==> src/rtl/mac_seq_ctrl.sv <==
// rtl/mac_seq_ctrl.sv - single-multiplier, single-accumulator FP16 dot-product sequencer
//
// Purpose: walks NUM_PAIRS operand pairs through one shared FP16 multiplier and
// one pipelined FP16 accumulator, drains the accumulator and captures the sum.
// FP16 values are only routed, never computed on.
//
// Optional feature macro: MAC_SEQ_TIMEOUT_EN (multiplier wait timeout + err flag).
//
// Ports:
//   clk, rst            clock (posedge), asynchronous active-high reset
//   start, abort        run request (sampled in IDLE), synchronous cancel
//   busy, done, err     run in progress, one-cycle completion, timeout fault
//   result              captured FP16 sum, held until the next capture
//   op_idx              operand pair select to the operand register file
//   mul_start           one-cycle multiply request
//   mul_finish, mul_p   multiplier completion strobe and product
//   acc_clr, acc_en     accumulator clear / accumulate strobes
//   acc_din             addend to the accumulator
//   acc_sum             accumulator output
module mac_seq_ctrl #(
  parameter int NUM_PAIRS   = 12,
  parameter int IDX_W       = 4,
  parameter int ACC_LAT     = 2,
  parameter int MUL_TIMEOUT = 15
) (
  input  logic             clk,
  input  logic             rst,
  input  logic             start,
  input  logic             abort,
  output logic             busy,
  output logic             done,
  output logic             err,
  output logic [15:0]      result,
  output logic [IDX_W-1:0] op_idx,
  output logic             mul_start,
  input  logic             mul_finish,
  input  logic [15:0]      mul_p,
  output logic             acc_clr,
  output logic             acc_en,
  output logic [15:0]      acc_din,
  input  logic [15:0]      acc_sum
);

  localparam int DRN_W = (ACC_LAT > 1) ? $clog2(ACC_LAT) : 1;

  typedef enum logic [2:0] {
    S_IDLE,
    S_CLEAR,
    S_ISSUE,
    S_WAIT,
    S_PUSH,
    S_DRAIN,
    S_DONE
  } state_t;

  state_t             state_q, state_d;
  logic [IDX_W-1:0]   idx_q, idx_d;
  logic [DRN_W-1:0]   drain_q, drain_d;
  logic [15:0]        product_q, product_d;
  logic [15:0]        result_q, result_d;
  logic               busy_q, done_q, mul_start_q, acc_clr_q, acc_en_q;

`ifdef MAC_SEQ_TIMEOUT_EN
  localparam int WT_W = $clog2(MUL_TIMEOUT + 1);
  logic [WT_W-1:0]    wait_q, wait_d;
  logic               err_q, err_d;
`endif

  always_comb begin
    state_d   = state_q;
    idx_d     = idx_q;
    drain_d   = drain_q;
    product_d = product_q;
    result_d  = result_q;
`ifdef MAC_SEQ_TIMEOUT_EN
    wait_d    = wait_q;
    err_d     = err_q;
`endif
    case (state_q)
      S_IDLE: begin
        if (start) begin
          state_d = S_CLEAR;
          idx_d   = '0;
`ifdef MAC_SEQ_TIMEOUT_EN
          err_d   = 1'b0;
`endif
        end
      end
      S_CLEAR: state_d = S_ISSUE;
      S_ISSUE: begin
        state_d = S_WAIT;
`ifdef MAC_SEQ_TIMEOUT_EN
        wait_d  = '0;
`endif
      end
      S_WAIT: begin
        if (mul_finish) begin
          product_d = mul_p;
          state_d   = S_PUSH;
        end
`ifdef MAC_SEQ_TIMEOUT_EN
        // wait_q counts WAIT cycles already spent, so this fires on the
        // MUL_TIMEOUT-th cycle without a finish.
        else if (wait_q == WT_W'(MUL_TIMEOUT - 1)) begin
          result_d = 16'h7E00;
          err_d    = 1'b1;
          state_d  = S_DONE;
        end else begin
          wait_d = wait_q + 1'b1;
        end
`endif
      end
      S_PUSH: begin
        if (idx_q == IDX_W'(NUM_PAIRS - 1)) begin
          state_d = S_DRAIN;
          drain_d = DRN_W'(ACC_LAT - 1);
        end else begin
          idx_d   = idx_q + 1'b1;
          state_d = S_ISSUE;
        end
      end
      S_DRAIN: begin
        if (drain_q == '0) begin
          result_d = acc_sum;
          state_d  = S_DONE;
        end else begin
          drain_d = drain_q - 1'b1;
        end
      end
      S_DONE:  state_d = S_IDLE;
      default: state_d = S_IDLE;
    endcase

    // Abort beats everything, including a same-cycle start or timeout capture.
    if (abort) begin
      state_d   = S_IDLE;
      idx_d     = '0;
      product_d = product_q;
      result_d  = result_q;
`ifdef MAC_SEQ_TIMEOUT_EN
      err_d     = err_q;
`endif
    end
  end

  // Strobes are decoded from the next state so they line up with the state
  // register while still coming straight out of flops.
  always_ff @(posedge clk or posedge rst) begin
    if (rst) begin
      state_q     <= S_IDLE;
      idx_q       <= '0;
      drain_q     <= '0;
      product_q   <= '0;
      result_q    <= '0;
      busy_q      <= 1'b0;
      done_q      <= 1'b0;
      mul_start_q <= 1'b0;
      acc_clr_q   <= 1'b0;
      acc_en_q    <= 1'b0;
    end else begin
      state_q     <= state_d;
      idx_q       <= idx_d;
      drain_q     <= drain_d;
      product_q   <= product_d;
      result_q    <= result_d;
      busy_q      <= (state_d != S_IDLE);
      done_q      <= (state_d == S_DONE);
      mul_start_q <= (state_d == S_ISSUE);
      acc_clr_q   <= (state_d == S_CLEAR);
      acc_en_q    <= (state_d == S_PUSH);
    end
  end

`ifdef MAC_SEQ_TIMEOUT_EN
  always_ff @(posedge clk or posedge rst) begin
    if (rst) begin
      wait_q <= '0;
      err_q  <= 1'b0;
    end else begin
      wait_q <= wait_d;
      err_q  <= err_d;
    end
  end

  assign err = err_q;
`else
  // Timeout limit only matters when the wait counter exists.
  logic unused_timeout;
  assign unused_timeout = ^MUL_TIMEOUT;
  assign err = 1'b0;
`endif

  assign busy      = busy_q;
  assign done      = done_q;
  assign result    = result_q;
  assign op_idx    = idx_q;
  assign mul_start = mul_start_q;
  assign acc_clr   = acc_clr_q;
  assign acc_en    = acc_en_q;
  // product_q only changes on entry to PUSH, so it already holds between pushes.
  assign acc_din   = product_q;

endmodule

==> config.mk <==
export PLATFORM = sky130hd
export DESIGN_NAME = mac_seq_ctrl
export DESIGN_NICKNAME = d
export VERILOG_FILES = /design/src/rtl/mac_seq_ctrl.sv
export SDC_FILE = /design/constraint.sdc
export NUM_CORES = 1
export LEC_CHECK = 0
export BUFFER_PORTS_ARGS = -buffer_cell sky130_fd_sc_hd__buf_2
export CAP_MARGIN = 40
export CORE_UTILIZATION = 51
export CTS_CLUSTER_SIZE = 10
export DETAILED_ROUTE_END_ITERATION = 16
export GPL_ROUTABILITY_DRIVEN = 0
export GPL_TIMING_DRIVEN = 0
export HOLD_SLACK_MARGIN = 0.1
export PLACE_DENSITY = 0.81
export SLEW_MARGIN = 10
export SYNTH_ARGS = -nofsm -noshare
export SYNTH_HDL_FRONTEND = slang
export SYNTH_SLANG_ARGS = --single-unit
==> constraint.sdc <==
create_clock -name clk -period 3.5 [get_ports clk]
set_clock_uncertainty 0.1 [all_clocks]
set_input_delay 0.7 -clock clk [delete_from_list [all_inputs] [get_ports clk]]
set_output_delay 0.7 -clock clk [all_outputs]
set_load 0.1 [all_outputs]
==> results.env, run 1 <==
FIRST_GLOBAL_VIAS=1264
CAP_VIOLATIONS=0
SYNTHESIS.NETS=178
SETUP_VIOLATIONS_FINAL=0
DETAILEDPLACEMENTHPWL_MICRONS=2800
TYPE_OF_ELEMENT_CAPTURING_THE_CRITICAL_PATH='output port'
WORST_PATH_CELL_WITH_THE_LONGEST_STAGE_DELAY='sky130_fd_sc_hd__buf_2'
FINALCRITICALPERIOD_NS=1.98
SLOWEST_STAGE_DELAY_ON_CRITICAL_PATH_NS=0.46
CORE_SQ_UM=3690
SYNTHESIS.AREA_PER_INSTANCE_SQ_UM=14.2
PORT_BUFFERS=77
CLOCK_SINKS=45
YOSYS_WARNINGS=0
FINISH.CELL_COUNT_WITHOUT_FILLERS=274
UNREPAIRED_SETUP_ENDPOINTS_AFTER_GLOBAL_ROUTING='false'
SETUP.REG_TO_REG.WORST_SLACK_NS=1.65
SYN2LAYOUT_AREA_GROWTH_PCT=29.5
START_UTIL_PCT=53.8
STD_CELL_ROWS=22
CRIT_FANOUT=5
TIMING.RR.END='result[10]'
WORST_EP_ARRIVAL_TIME_NS=1.18
RR_STARTPOINT='state_q[1]'
POST_CTS_HOLD_BUFFERS=0
WORST_R2R_PATH_DEPTH=5
PIN_COUNT_OF_THE_BIGGEST_NET_ENTERING_GLOBAL_ROUTING=32
REPORT.FINAL.HOLD_VIOL_COUNT=0
CLOCKBUFFERDEPTH=2
DIE_HEIGHT_MICRONS=64.4
VIA_PER_INST=5.13
NUMPLACEDINSTANCES=266
GRT_PASS1_WL_MICRONS=5950
FIN_TNS_SETUP_NS=0
GRT.TOTAL_USAGE_PCT=19.0
SYNTH-SEQ-AREA-SHARE_PCT=56.7
NUMBER_OF_SLEW_LIMIT_VIOLATIONS_IN_THE_FINAL_REPORT=0
POSTCTS_RESIZE_CNT=0
TRITONCTS='yes'
CTS_BUFS_INSERTED=5
POST_DP_CELL_AREA_SQ_UM=2450
IR_DROP_mV=0.387
DETAILROUTE.VIA_COUNT=1406
CP-START-KIND='flop'
YS_SEQ_ELEMENTS=45
PATH_CELLS='buf_2'
GRT.OVERFLOW.TOTAL=0
LEAKAGEPOWER_nW=1.43
RUN_STATUS='completed'
INSERTEDDIODECOUNT=0
CELLPOWERDENSITY_nW_PER_UM2=691
WIDTH_OF_THE_DIE_MICRONS=64.4
DRT_FIRST_PASS_ITERS=4
CRIT_START='op_idx[0]'
NETLIST.TOP_CELL.BY_AREA='sky130_fd_sc_hd__dfrtp_1'
FINAL_LAYOUT_SIZE_SUFFIX_GT1_SHARE_PCT=58.0
SYNTHDISTINCTLIBCELLS=37
TIMING_WORST_SETUP_PATH_TYPE='reg -> out'
DETAIL_ROUTE.DRC_VIOLATIONS=0
WORST_SKEW_PAIR.LATE_LATENCY_NS=0.29
SYN-CELL-AREA_SQ_UM=1980
GRT_ANTENNA_BEFORE_REPAIR=0
REG_CLK_SLEW_REPORTED_PATHS_NS=0.08
PERIOD_SHARE_PCT=56.6
YOSYSTOPAREACELLSHARE_PCT=56.7
CRIT_BUF_INV=1
FINALNETCOUNT=263
MAX_H_TREE_LEVEL=2
TIMING.HOLD.WORST.CLASS='in -> async'
ANTENNA_VIOLATING_NETS_POST_ROUTE=0
ROOT_BUFFER='sky130_fd_sc_hd__clkbuf_8'
WORST-ENDPOINT-REQUIRED_NS=2.70
FINAL_DESIGN_AREA_NO_FILL_SQ_UM=2570
FP.DIEAREA_SQ_UM=4140
WL_MICRONS=3760
POST-CTS-SETUP-BUFFERS=0
SYN-INSTANCE-COUNT=140
POST_SYNTH_MAIN_AREA_CONTRIBUTORS='sky130_fd_sc_hd__dfrtp_1 (57%), sky130_fd_sc_hd__mux2_4 (14%), sky130_fd_sc_hd__mux2_2 (7.9%), sky130_fd_sc_hd__buf_6 (2.3%), sky130_fd_sc_hd__o2111ai_1 (1.3%)'
CELL_CLASS_CONTRIBUTING_THE_BIGGEST_SHARE_OF_WORST_PATH_DELAY='buffers and inverters'
MAXCLOCKFREQUENCY_GHz=0.505
DRT_ITER0_MARKERS=32
BOUNDARYPINS=79
AVERAGE_WIRE_LENGTH_PER_CELL_AFTER_DETAIL_ROUTING_MICRONS=13.7
state kept, by name, indices dropped and copies added (netlist names):
name	cells
acc_clr	1
acc_din	16
acc_en	1
busy	1
done	1
drain_q	1
mul_start	1
op_idx	4
result	16
state_q	3
Yosys cell counts:
cell and n:
sky130_fd_sc_hd__nor3b_1 1, sky130_fd_sc_hd__a211oi_1 1, sky130_fd_sc_hd__nor4b_1 1, sky130_fd_sc_hd__or4_1 1
sky130_fd_sc_hd__o211ai_1 1, sky130_fd_sc_hd__dfrtp_1 45, sky130_fd_sc_hd__and3b_1 1, sky130_fd_sc_hd__nand3_1 2
sky130_fd_sc_hd__mux2_4 18, sky130_fd_sc_hd__nor2_1 3, sky130_fd_sc_hd__and2_1 1, sky130_fd_sc_hd__buf_4 1
sky130_fd_sc_hd__nand4_1 1, sky130_fd_sc_hd__a2111oi_0 1, sky130_fd_sc_hd__or4b_2 1, sky130_fd_sc_hd__buf_6 4
sky130_fd_sc_hd__or3_1 3, sky130_fd_sc_hd__nor3b_2 1, sky130_fd_sc_hd__nand2_1 6, sky130_fd_sc_hd__and4b_1 1
sky130_fd_sc_hd__o2111ai_1 3, sky130_fd_sc_hd__a21oi_1 5, sky130_fd_sc_hd__a21o_1 1, sky130_fd_sc_hd__or3b_4 1
sky130_fd_sc_hd__nand4b_1 1, sky130_fd_sc_hd__conb_1 1, sky130_fd_sc_hd__o21ai_0 4, sky130_fd_sc_hd__inv_1 6
sky130_fd_sc_hd__buf_2 2, sky130_fd_sc_hd__buf_12 1, sky130_fd_sc_hd__nand2b_1 1, sky130_fd_sc_hd__o21a_1 1
sky130_fd_sc_hd__ha_1 1, sky130_fd_sc_hd__mux2_2 14, sky130_fd_sc_hd__a21boi_0 1, sky130_fd_sc_hd__nand3b_1 2
sky130_fd_sc_hd__nand3_2 1
cells by family (layout without fill, tap and decap cells):
kind of cell	after synthesis	count (layout)	share of synthesized area, %
AND/OR/NAND/NOR	29	29	9.65
other	1	1	0.189
flip-flops	45	45	56.7
AO/OA/AOI/OAI	18	18	5.93
adder cells (fa/ha/maj)	1	1	0.630
buffers and inverters	14	100	5.30
multiplexers	32	32	21.6
per-layer routing:
metal / wire length (microns) / vias up / GRT usage, %
li1: - / 663 / -
met5: 0 / - / 0
met4: 23 / 0 / 4.72
met3: 301 / 4 / 6.07
met1: 1650 / 671 / 25.1
met2: 1790 / 68 / 30.4
worst max path at each step:
stage / to / cells after the start
floorplan: op_idx[2] / 4
finish: op_idx[0] / 1
detailed placement: acc_din[7] / 6
global placement: drain_q / 2
global route: op_idx[0] / 1
CTS: op_idx[0] / 1
through the flow:
step           power, mW  hold WS [ns]  util (%)  setup slack [ns]
6_report            1.78         0.253      69.7              1.52
5_1_grt             1.84         0.259      69.7              1.47
4_1_cts             1.79         0.253      69.7              1.50
3_5_place_dp        1.39         0.388      66.4              1.44
3_3_place_gp        1.38         0.383      65.9              1.08
2_1_floorplan       1.27         0.388         -              1.44
final cells by class:
class                   count  area, sq um
repair buffers             78          405
fillers                   262         1120
plain buffers               8         82.6
clock inverters             2         37.5
well taps                  48         60.1
inverters                   6         22.5
multi-input cells          81          753
flip-flops and latches     45         1130
clock buffers               6         82.6
cells in the final DEF, fill, tap and decap left out, types with 4 or more instances in the layout:
cell type / instances
sky130_fd_sc_hd__a21oi_1: 5
sky130_fd_sc_hd__buf_2: 79
sky130_fd_sc_hd__buf_6: 4
sky130_fd_sc_hd__clkbuf_8: 6
sky130_fd_sc_hd__dfrtp_1: 45
sky130_fd_sc_hd__inv_1: 5
sky130_fd_sc_hd__mux2_2: 14
sky130_fd_sc_hd__mux2_4: 18
sky130_fd_sc_hd__nand2_1: 6
sky130_fd_sc_hd__o21ai_0: 4
power by group:
part | leakage, nW | switching (mW) | internal [mW] | total [mW]
registers | 0.592 | 0.0335 | 0.591 | 0.624
logic | 0.786 | 0.609 | 0.145 | 0.754
clock network | 0.0574 | 0.167 | 0.232 | 0.399
No activity file was read; power rests on OpenSTA's default activity.
==> inputs of run 2 (changes only) <==
Settings changed: CORE_UTILIZATION 51 to 43, PLACE_DENSITY 0.81 to 0.73.
Clock period 3.5 ns to 1.6 ns, I/O delays scaled along.
==> run 2 against run 1 <==
  * The run now ends with setup timing left
  * Final cell count increased by 7.7%
  * Register-to-register slack worse by 1.8 ns
  * Sequential share of layout area shrank 3.8 points
  * Critical path depth grew 6
  * Worst setup slack got worse by 1.7 ns
  * Non-clock buffer count is 17 higher
  * Total power rose by 110%
  * Utilization is 4.9 points lower
  * Critical path type is now reg -> reg
  * Critical endpoint is now acc_din[2]
  * Largest cell class unchanged
  * Largest power group unchanged
==> results.env, run 2 (synthesis gave the netlist of run 1 again) <==
FINALCRITICALPERIOD_NS=1.77
SYN2LAYOUT_AREA_GROWTH_PCT=43.1
MOST-COMMON-LAYOUT-CELLS='sky130_fd_sc_hd__buf_2 (76), sky130_fd_sc_hd__dfrtp_1 (40), sky130_fd_sc_hd__mux2_4 (18)'
FIN_TNS_SETUP_NS=-4.04  # -4.04 ns
CELLPOWERDENSITY_nW_PER_UM2=1300  # +89%
GRT.TOTAL_USAGE_PCT=17.2  # -1.8 points
UNREPAIRED_SETUP_ENDPOINTS_AFTER_GLOBAL_ROUTING='true'
BOUNDARYPINS=79  # unchanged
FINAL_LAYOUT_SIZE_SUFFIX_GT1_SHARE_PCT=67.5  # +9.5 points
CTS_BUFS_INSERTED=5  # unchanged
VIA_PER_INST=5.09  # -0.84%
CLOCKBUFFERDEPTH=2  # unchanged
CORE_SQ_UM=4380  # +19%
DIE_HEIGHT_MICRONS=69.9  # +8.6%
GRT_ANTENNA_BEFORE_REPAIR=0  # unchanged
CLOCK_SINKS=45  # unchanged
ANTENNA_VIOLATING_NETS_POST_ROUTE=0  # unchanged
WORST_SLACK_AT_PLACEMENT_NS=-0.209  # -1.65 ns
DRT_ITER0_MARKERS=52  # +63%
TYPE_OF_ELEMENT_CAPTURING_THE_CRITICAL_PATH='flop'
TRITONCTS='yes'
FINALPOWER_mW=3.70  # +110%
WORST_SKEW_PAIR.LATE_LATENCY_NS=0.28  # about the same
REG_CLK_SLEW_REPORTED_PATHS_NS=0.08  # about the same
TIMING.HOLD.WORST.CLASS='in -> reg'
DETAILROUTE.VIA_COUNT=1501  # +6.8%
GRT.OVERFLOW.TOTAL=0  # unchanged
MAX_H_TREE_LEVEL=2  # unchanged
SETUP_SLACK_NS=-0.170  # -1.69 ns
FINALNETCOUNT=280  # +6.5%
AVERAGE_WIRE_LENGTH_PER_CELL_AFTER_DETAIL_ROUTING_MICRONS=14.6  # +6.6%
MAXCLOCKFREQUENCY_GHz=0.565
FIRST_GLOBAL_VIAS=1446  # +14%
LEAKAGEPOWER_nW=1.52  # +6.3%
WIDTH_OF_THE_DIE_MICRONS=69.9  # +8.6%
PIN_COUNT_OF_THE_BIGGEST_NET_ENTERING_GLOBAL_ROUTING=39  # +22%
CAP_VIOLATIONS=0  # unchanged
UTILIZATION_PCT=64.8  # -4.9 points
DETAIL_ROUTE.DRC_VIOLATIONS=0  # unchanged
INSERTEDDIODECOUNT=0  # unchanged
STD_CELL_ROWS=24  # +9.1%
MOST_COMMON_LIBRARY_CELL_IN_THE_LAYOUT_IGNORING_FILL_AND_TAPS='sky130_fd_sc_hd__buf_2'
PERIOD_SHARE_PCT=111
WL_MICRONS=4320  # +15%
SETUP_VIOLATIONS_FINAL=37  # +37
ROOT_BUFFER='sky130_fd_sc_hd__clkbuf_8'
NUMBER_OF_SLEW_LIMIT_VIOLATIONS_IN_THE_FINAL_REPORT=0  # unchanged
VIOLATIONS='setup timing'
DETAILEDPLACEMENTHPWL_MICRONS=2800  # about the same
IR_DROP_mV=0.617  # +59%
WORST_EP_ARRIVAL_TIME_NS=1.84  # +0.66 ns
TIMING_WORST_SETUP_PATH_TYPE='reg -> reg'
DRT_FIRST_PASS_ITERS=5  # +1
START_UTIL_PCT=45.3  # -8.5 points
CP-START-KIND='flop'
CRIT_FANOUT=5  # unchanged
WORST-ENDPOINT-REQUIRED_NS=1.67  # -1.03 ns
PORT_BUFFERS=77  # unchanged
RUN_STATUS='complete, but fails checks'
GRT_PASS1_WL_MICRONS=6630  # +11%
FP.DIEAREA_SQ_UM=4890  # +18%
REPORT.FINAL.HOLD_VIOL_COUNT=0  # unchanged
## run 2: changes by cell type in the layout (fill, tap and decap cells not counted), sizes merged
cell,before,now
buf,86,100
clkbuf,6,8
clkinv,0,2
bufinv,1,0
clkinvlp,1,0
dlygate4sd3,0,1
## run 2: metal layers
metal,vias to the layer above,part of all wire [%],wire [microns],track usage [%]
met5,-,0,0,0
met4,0,1.5,63,4.44
met3,10,6.7,290,5.05
met2,63,49,2120,29.5
met1,722,43,1840,21.3
li1,706,-,-,-
## run 2: metrics by stage
step,hold slack (ns),cells,instance area (sq um)
global placement,0.382,269,2470
floorplan,0.291,140,2020
detailed placement,0.148,270,2490
CTS,0.153,288,2710
finish,0.161,295,2840
global route,0.150,295,2840
## run 2: cell type report
cell class / instances / area [sq um]
multi-input cells: 81 / 842
clock inverters: 2 / 10.0
repair buffers: 95 / 597
fillers: 341 / 1540
plain buffers: 8 / 93.8
flip-flops and latches: 45 / 1140
well taps: 52 / 65.1
clock buffers: 6 / 72.6
inverters: 6 / 22.5
## run 2: critical path: stages (launching register included)
cell and delay [ns]:
sky130_fd_sc_hd__dfrtp_1 0.37, sky130_fd_sc_hd__buf_6 0.11, sky130_fd_sc_hd__buf_6 0.09, sky130_fd_sc_hd__nand3_2 0.06
sky130_fd_sc_hd__or3_1 0.33, sky130_fd_sc_hd__buf_6 0.15, sky130_fd_sc_hd__clkbuf_16 0.15, sky130_fd_sc_hd__mux2_4 0.30
## run 2: final timing paths
check | startpoint | to | slack [ns] | cells past startpoint
setup / recovery | state_q[1] | acc_din[2] | -0.17 | 7
hold / removal | acc_sum[0] | result[0] | 0.16 | 2
setup reg to reg | state_q[1] | acc_din[2] | -0.17 | 7
hold reg to reg | acc_din[14] | acc_din[14] | 0.40 | 1
max in group asynchronous | rst | op_idx[0] | 0.53 | 4
min in group asynchronous | rst | result[4] | 0.39 | 3
## run 2: repair_timing
action,in CTS,in global routing
resized for setup,11,15
endpoints found under the setup margin,29,40
hold buffers,1,0
gates cloned,1,1
hold endpoints to repair,7,0
setup buffers,8,6
pin swaps,5,4
## run 2: power breakdown
part | internal, mW | switching (mW)
registers | 1.29 | 0.0728
logic | 0.343 | 1.35
clock network | 0.302 | 0.342
